File: config.mk
export PLATFORM = sky130hd
export DESIGN_NAME = cpu_bus_arbiter_flat
export DESIGN_NICKNAME = d
export VERILOG_FILES = /design/src/rtl/cpu_bus_arbiter_pkg.sv /design/src/rtl/cpu_bus_arbiter_if.sv /design/src/rtl/cpu_bus_arbiter.sv /design/src/flat_wrapper.sv
export SDC_FILE = /design/constraint.sdc
export NUM_CORES = 1
export LEC_CHECK = 0
export CAP_MARGIN = 20
export CORE_AREA = 2 2 103 105
export DETAILED_ROUTE_END_ITERATION = 8
export DIE_AREA = 0 0 105 107
export PLACE_DENSITY = 0.69
export SYNTH_ARGS = -nofsm -noshare
export SYNTH_HDL_FRONTEND = slang
export SYNTH_SLANG_ARGS = --single-unit
File: constraint.sdc
create_clock -name i_clock -period 2.8 [get_ports i_clock]
set_input_delay 0.7 -clock i_clock [delete_from_list [all_inputs] [get_ports i_clock]]
set_output_delay 0.7 -clock i_clock [all_outputs]
set_load 0.01 [all_outputs]
File: src/rtl/cpu_bus_arbiter_pkg.sv
// Shared CPU bus definitions: FSM state encodings, port identifiers and
// watchdog defaults used by the arbiter and anything that decodes its state.
// No logic, so no latency and no backpressure.
package cpu_bus_arbiter_pkg;

  // FSM states; the numeric encoding is fixed so debug tooling can decode it.
  typedef enum logic [1:0] {
    ST_IDLE    = 2'd0,
    ST_GRANT_I = 2'd1,
    ST_GRANT_D = 2'd2
  } state_e;

  // Requesting port identifiers, also used for the round-robin history bit.
  typedef enum logic {
    PORT_I = 1'b0,
    PORT_D = 1'b1
  } port_e;

  // Default watchdog limit and a counter width wide enough to reach it.
  localparam int unsigned DEFAULT_TIMEOUT   = 1024;
  localparam int unsigned DEFAULT_TIMEOUT_W = 11;

endpackage

File: src/rtl/cpu_bus_arbiter_if.sv
// Signal bundle for the CPU bus arbiter: instruction port, data port,
// downstream system bus and the sticky watchdog flag.
// master = arbiter view (drives o_*), slave = environment view (drives i_*).
interface cpu_bus_arbiter_if;

  // Instruction fetch port
  logic        i_ibus_request;
  logic [31:0] i_ibus_address;
  logic [31:0] o_ibus_rdata;
  logic        o_ibus_ready;

  // Data port
  logic        i_dbus_request;
  logic        i_dbus_rw;
  logic [31:0] i_dbus_address;
  logic [31:0] i_dbus_wdata;
  logic [31:0] o_dbus_rdata;
  logic        o_dbus_ready;

  // Downstream system bus
  logic        o_bus_request;
  logic        o_bus_rw;
  logic [31:0] o_bus_address;
  logic [31:0] o_bus_wdata;
  logic        i_bus_ready;
  logic [31:0] i_bus_rdata;

  // Watchdog status
  logic        o_timeout;

  modport master (
    input  i_ibus_request, i_ibus_address,
    input  i_dbus_request, i_dbus_rw, i_dbus_address, i_dbus_wdata,
    input  i_bus_ready, i_bus_rdata,
    output o_ibus_rdata, o_ibus_ready,
    output o_dbus_rdata, o_dbus_ready,
    output o_bus_request, o_bus_rw, o_bus_address, o_bus_wdata,
    output o_timeout
  );

  modport slave (
    output i_ibus_request, i_ibus_address,
    output i_dbus_request, i_dbus_rw, i_dbus_address, i_dbus_wdata,
    output i_bus_ready, i_bus_rdata,
    input  o_ibus_rdata, o_ibus_ready,
    input  o_dbus_rdata, o_dbus_ready,
    input  o_bus_request, o_bus_rw, o_bus_address, o_bus_wdata,
    input  o_timeout
  );

endinterface

File: src/rtl/cpu_bus_arbiter.sv
// Round-robin arbiter sharing one CPU memory bus between the I and D ports,
// with a watchdog that force-completes transactions the bus never acknowledges.
// Latency: grant takes effect one cycle after request; ready is combinational from i_bus_ready.
// Backpressure: a port waits (request held) while the other owns the bus; the owner waits on i_bus_ready.
// Ports: i_clock, i_reset (async active-low), bus (master modport: I/D ports,
//        downstream bus, o_timeout sticky flag).
module cpu_bus_arbiter
  import cpu_bus_arbiter_pkg::*;
#(
  parameter int unsigned TIMEOUT   = DEFAULT_TIMEOUT,
  parameter int unsigned TIMEOUT_W = DEFAULT_TIMEOUT_W
) (
  input  logic               i_clock,
  input  logic               i_reset,
  cpu_bus_arbiter_if.master  bus
);

  localparam bit WDOG_EN = (TIMEOUT != 0);
  // Last counter value before expiry; guarded so TIMEOUT=0 does not underflow.
  localparam logic [TIMEOUT_W-1:0] CNT_LAST =
    TIMEOUT_W'((TIMEOUT == 0) ? 0 : TIMEOUT - 1);

  state_e               state_q, state_d;
  port_e                last_grant_q, last_grant_d;
  logic [TIMEOUT_W-1:0] cnt_q, cnt_d;
  logic                 timeout_q, timeout_d;

  logic                 sel_d;
  logic                 g_req;
  port_e                g_port;
  logic                 expire;
  logic                 ready;
  logic [31:0]          rdata;

  assign sel_d  = (state_q == ST_GRANT_D);
  assign g_req  = sel_d ? bus.i_dbus_request : bus.i_ibus_request;
  assign g_port = sel_d ? PORT_D : PORT_I;
  // Expiry only matters when no bus ready arrives; the if-chain below gives
  // a real completion priority over the watchdog.
  assign expire = WDOG_EN && (cnt_q == CNT_LAST);

  assign bus.o_timeout = timeout_q;

  always_comb begin
    state_d      = state_q;
    last_grant_d = last_grant_q;
    cnt_d        = cnt_q;
    timeout_d    = timeout_q;
    ready        = 1'b0;
    rdata        = '0;

    bus.o_bus_request = 1'b0;
    bus.o_bus_rw      = 1'b0;
    bus.o_bus_address = '0;
    bus.o_bus_wdata   = '0;
    bus.o_ibus_ready  = 1'b0;
    bus.o_ibus_rdata  = '0;
    bus.o_dbus_ready  = 1'b0;
    bus.o_dbus_rdata  = '0;

    case (state_q)
      ST_IDLE: begin
        cnt_d = '0;
        if (bus.i_ibus_request && bus.i_dbus_request)
          state_d = (last_grant_q == PORT_D) ? ST_GRANT_I : ST_GRANT_D;
        else if (bus.i_ibus_request)
          state_d = ST_GRANT_I;
        else if (bus.i_dbus_request)
          state_d = ST_GRANT_D;
      end

      ST_GRANT_I, ST_GRANT_D: begin
        bus.o_bus_request = g_req;
        // The I port never drives rw or wdata, so it can never write.
        if (sel_d) begin
          bus.o_bus_address = bus.i_dbus_address;
          bus.o_bus_rw      = bus.i_dbus_rw;
          bus.o_bus_wdata   = bus.i_dbus_wdata;
        end else begin
          bus.o_bus_address = bus.i_ibus_address;
        end

        if (bus.i_bus_ready) begin
          state_d      = ST_IDLE;
          last_grant_d = g_port;
        end else if (!g_req) begin
          // Abort: requester gave up, history untouched.
          state_d = ST_IDLE;
        end else if (expire) begin
          state_d      = ST_IDLE;
          last_grant_d = g_port;
          timeout_d    = 1'b1;
        end else begin
          cnt_d = cnt_q + 1'b1;
        end

        ready = g_req && (bus.i_bus_ready || expire);
        rdata = (g_req && bus.i_bus_ready) ? bus.i_bus_rdata : '0;
        if (sel_d) begin
          bus.o_dbus_ready = ready;
          bus.o_dbus_rdata = rdata;
        end else begin
          bus.o_ibus_ready = ready;
          bus.o_ibus_rdata = rdata;
        end
      end

      default: state_d = ST_IDLE;
    endcase
  end

  // Async reset forces IDLE, which zeroes every combinational output at once.
  always_ff @(posedge i_clock or negedge i_reset) begin
    if (!i_reset) begin
      state_q      <= ST_IDLE;
      last_grant_q <= PORT_D;
      cnt_q        <= '0;
      timeout_q    <= 1'b0;
    end else begin
      state_q      <= state_d;
      last_grant_q <= last_grant_d;
      cnt_q        <= cnt_d;
      timeout_q    <= timeout_d;
    end
  end

endmodule

File: src/flat_wrapper.sv
// flat-port wrapper written by rule: the top's interface ports become plain ports
module cpu_bus_arbiter_flat import cpu_bus_arbiter_pkg::*;
#(
  parameter int unsigned TIMEOUT   = DEFAULT_TIMEOUT,
  parameter int unsigned TIMEOUT_W = DEFAULT_TIMEOUT_W
)
  (i_clock, i_reset, bus_i_ibus_request, bus_i_ibus_address, bus_i_dbus_request, bus_i_dbus_rw, bus_i_dbus_address, bus_i_dbus_wdata, bus_i_bus_ready, bus_i_bus_rdata, bus_o_ibus_rdata, bus_o_ibus_ready, bus_o_dbus_rdata, bus_o_dbus_ready, bus_o_bus_request, bus_o_bus_rw, bus_o_bus_address, bus_o_bus_wdata, bus_o_timeout);
  cpu_bus_arbiter_if bus_i ();
  input  logic i_clock;
  input  logic i_reset;
  input wire logic [$bits(bus_i.i_ibus_request)-1:0] bus_i_ibus_request;
  input wire logic [$bits(bus_i.i_ibus_address)-1:0] bus_i_ibus_address;
  input wire logic [$bits(bus_i.i_dbus_request)-1:0] bus_i_dbus_request;
  input wire logic [$bits(bus_i.i_dbus_rw)-1:0] bus_i_dbus_rw;
  input wire logic [$bits(bus_i.i_dbus_address)-1:0] bus_i_dbus_address;
  input wire logic [$bits(bus_i.i_dbus_wdata)-1:0] bus_i_dbus_wdata;
  input wire logic [$bits(bus_i.i_bus_ready)-1:0] bus_i_bus_ready;
  input wire logic [$bits(bus_i.i_bus_rdata)-1:0] bus_i_bus_rdata;
  output wire logic [$bits(bus_i.o_ibus_rdata)-1:0] bus_o_ibus_rdata;
  output wire logic [$bits(bus_i.o_ibus_ready)-1:0] bus_o_ibus_ready;
  output wire logic [$bits(bus_i.o_dbus_rdata)-1:0] bus_o_dbus_rdata;
  output wire logic [$bits(bus_i.o_dbus_ready)-1:0] bus_o_dbus_ready;
  output wire logic [$bits(bus_i.o_bus_request)-1:0] bus_o_bus_request;
  output wire logic [$bits(bus_i.o_bus_rw)-1:0] bus_o_bus_rw;
  output wire logic [$bits(bus_i.o_bus_address)-1:0] bus_o_bus_address;
  output wire logic [$bits(bus_i.o_bus_wdata)-1:0] bus_o_bus_wdata;
  output wire logic [$bits(bus_i.o_timeout)-1:0] bus_o_timeout;
  assign bus_i.i_ibus_request = bus_i_ibus_request;
  assign bus_i.i_ibus_address = bus_i_ibus_address;
  assign bus_i.i_dbus_request = bus_i_dbus_request;
  assign bus_i.i_dbus_rw = bus_i_dbus_rw;
  assign bus_i.i_dbus_address = bus_i_dbus_address;
  assign bus_i.i_dbus_wdata = bus_i_dbus_wdata;
  assign bus_i.i_bus_ready = bus_i_bus_ready;
  assign bus_i.i_bus_rdata = bus_i_bus_rdata;
  assign bus_o_ibus_rdata = bus_i.o_ibus_rdata;
  assign bus_o_ibus_ready = bus_i.o_ibus_ready;
  assign bus_o_dbus_rdata = bus_i.o_dbus_rdata;
  assign bus_o_dbus_ready = bus_i.o_dbus_ready;
  assign bus_o_bus_request = bus_i.o_bus_request;
  assign bus_o_bus_rw = bus_i.o_bus_rw;
  assign bus_o_bus_address = bus_i.o_bus_address;
  assign bus_o_bus_wdata = bus_i.o_bus_wdata;
  assign bus_o_timeout = bus_i.o_timeout;
  cpu_bus_arbiter #(.TIMEOUT(TIMEOUT), .TIMEOUT_W(TIMEOUT_W)) u_core (.i_clock(i_clock), .i_reset(i_reset), .bus(bus_i));
endmodule
==> summary.txt <==
Status: finished clean
CTS tree: done
Kind of start point of the critical path: primary input
IR drop worst, VDD: 0.390 mV
Final min period: 2.73 ns
P_sw: 0.00156 W
Internal power: 0.00222 W
FF/Latch Area: 377 sq um
Async SR Flop Fraction: 100%
Drt first pass iters: 4
H-tree Lvls: 1
Hold Fails Final Rpt: 0
Syn Nets: 427
Total CTS buffers: 3
Vias per cell: 4.60
Number of global-route vias before repair: 3254
# hold bufs at CTS: 0
Seq cells post-synth: 15
Max_cap viols: 0
Final Setup Violations: 0
Ys Warns: 0
Reg power frac: 7.3%
GRT Overall Usage: 20.0%
Worst-Margin Slew: 0.708 ns
Pleak: 2.48 nW
Nets@finish: 705
WL final: 12400 um
Die Wd: 105 um
# diodes: 0
Number of enable flip-flop cells after synthesis: 0
FILL cells: 926
Predominant post-synthesis flop cell: dfrtp_1
Switch share: 41.3%
Clk_lat worst skew: 0.25 ns
Post-synthesis cell count: 290
Routed Antenna Nets: 0
Fin crit share: 97.4%
Layout area overhead: 131%
Final core occ: 53.2%
Proportion of synthesized chip area in sequential cells: 16.2%
DP HPWL: 9730 um
Crit Path Max Fanout: 31
Worst slew margin: 52.7%
Starting Density: 23.0%
CTS Root Cell: clkbuf_8
Final Max Slew Viols: 0
CTS clk-pin slew, worst paths: 0.06 ns
Via count: 3234
Initial antenna violation count: 0
Area occupied by multi-input gates: 1850 sq um
RSZ-0062 raised after global routing: yes
Critical path endpoint category: primary output
Port buffer count: 266
Remaining Overflow, GRT: 0
Dpl cells: 685
Final std cells w/o fill: 703
Die Height: 107 um
Pwr per Cell Area: 706 nW/um^2
Worst Path Arrival: 2.03 ns
First-pass GRT wire length: 18000 um
Layout cells sized above 1: 14.6%
Post-synthesis cell area: 2330 sq um
Hold Path Class: reg2reg
Avg WL per Cell: 17.6 um
Max Clk Rate: 367 MHz
Die ar.: 11200 sq um
Core Rows: 37
IO Pins: 267
Gpl congestion: 0.804
Clk pwr share: 4.7%
Area leader, netlist: and2_1
Top cell type's share of synthesized area: 26.1%
Clk_skew: 0.00177 ns
Clk sinks: 15
Synth top area cells: and2_1 26%, dfrtp_1 15%, mux2i_1 14%
Mean Syn Cell Area: 8.02 sq um
Worst EP required: 2.10 ns
Largest net degree at the start of global routing: 52
Starting DRT DRC Count: 220
Comb power frac: 88.0%
DRC viols: 0
Kind of critical path: in2out
Post-synth cell types: 45
Core Region: 10100 sq um
CTS Buffer Depth: 2
## worst max-delay path, stage by stage
cell,delay (ns)
clkdlybuf4s50_1,0.50
nand2_2,0.09
nor2_2,0.14
buf_12,0.17
and2_1,0.14
dlygate4sd2_1,0.27
## power groups by stage
stage,registers (W),clock network [W],logic [W]
final,0.000276,0.000179,0.00333
after global routing,0.000281,0.000196,0.00356
after CTS,0.000273,0.000184,0.00312
after detailed placement,0.000274,0,0.00302
after global placement,0.000273,0,0.00301
after floorplan,0.000278,0,0.00145
## what timing repair did
action,4_1_cts,5_1_grt
buffers inserted,0,10
gates resized for setup,70,74
pin swaps,2,1
cloned,2,2
setup endpoints to repair,76,100
## Yosys cell counts (2+ instances only)
master / number
a211o_2: 6
a21oi_1: 3
a221o_2: 2
and2_1: 97
and2b_1: 2
buf_1: 2
buf_2: 3
buf_6: 3
clkbuf_1: 15
dfrtp_1: 14
ha_1: 3
inv_1: 6
mux2i_1: 32
nand2_1: 10
nand2b_1: 2
nand3_1: 7
nand4_4: 2
nor2_1: 6
nor2b_1: 33
nor3_1: 5
nor4_1: 5
o211ai_1: 2
o21ai_0: 2
o311a_1: 6
o311ai_0: 2
## per-stage QoR
| stage | cell area (sq um) | power [W] | hold WS [ns] | setup WS, ns | setup TNS [ns] |
|---|---|---|---|---|---|
| after floorplan | 2330 | 0.00173 | 0.404 | 0.447 | 0 |
| after global placement | 5220 | 0.00328 | 0.467 | -0.350 | -19.25 |
| after detailed placement | 5220 | 0.00330 | 0.455 | -0.368 | -20.34 |
| after CTS | 5260 | 0.00358 | 0.484 | 0.0102 | 0 |
| after global routing | 5370 | 0.00403 | 0.515 | -0.0242 | -0.349 |
| final | 5370 | 0.00379 | 0.481 | 0.0734 | 0 |
## placed cells by master, fill, tap and decap left out, types with 4 or more instances in the layout
master	instances
a211o_2	6
and2_1	97
buf_12	4
buf_4	22
clkbuf_2	21
clkdlybuf4s15_1	16
clkdlybuf4s50_1	189
dfrtp_1	14
dlygate4sd2_1	30
dlymetal6s2s_1	10
inv_1	5
mux2i_1	32
nand2_1	9
nand3_1	7
nor2_1	4
nor2b_1	33
nor3_1	5
nor4_1	5
o311a_1	6
## layer usage
metal | up-vias | share of wire (%) | track usage (%)
met4 | 0 | 1.0 | 2.95
met1 | 1491 | 40 | 24.2
met2 | 177 | 50 | 35.6
met5 | - | 0 | 0
met3 | 11 | 9.4 | 6.20
li1 | 1555 | - | -
## worst paths after layout
| path | startpoint | endpoint | slack [ns] | cells after the start |
|---|---|---|---|---|
| worst max-delay path | bus_i_bus_ready | bus_o_dbus_rdata[9] | 0.07 | 6 |
| worst min-delay path | u_core.bus.o_timeout$_DFFE_PN0P_ | u_core.bus.o_timeout$_DFFE_PN0P_ | 0.48 | 1 |
| worst max register to register | u_core.state_q[0]$_DFFE_PN0P_ | u_core.cnt_q[9]$_DFFE_PN0P_ | 0.62 | 8 |
| worst min register to register | u_core.bus.o_timeout$_DFFE_PN0P_ | u_core.bus.o_timeout$_DFFE_PN0P_ | 0.48 | 1 |
| max in group asynchronous | i_reset | u_core.cnt_q[5]$_DFFE_PN0P_ | 1.48 | 1 |
| min in group asynchronous | i_reset | u_core.state_q[0]$_DFFE_PN0P_ | 0.88 | 1 |
## final cells by class
| class | instances | area share, % |
|---|---|---|
| clock buffers | 4 | 0.839 |
| inverters | 7 | 0.490 |
| multi-input cells | 245 | 34.4 |
| flip-flops and latches | 15 | 7.02 |
| well taps | 136 | 3.17 |
| repair buffers | 296 | 54.0 |
## kinds of logic (layout without fill, tap and decap cells)
kind of cell    count (synthesis)  count (layout)  share of synthesized area [%]
flops                          15              15                           16.2
compound gates                 34              34                           14.4
fa+ha+maj                       3               3                           1.61
buf+inv                        30             307                           5.97
simple gates                  174             174                           46.9
mux                            34              34                           14.9
## state kept, by name, summed over array words and instances (netlist names)
register	count
u_core.last_grant_q	1
u_core.cnt_q	11
u_core.bus.o_timeout	1
u_core.state_q	2
Power figures use the tool's default switching activity.
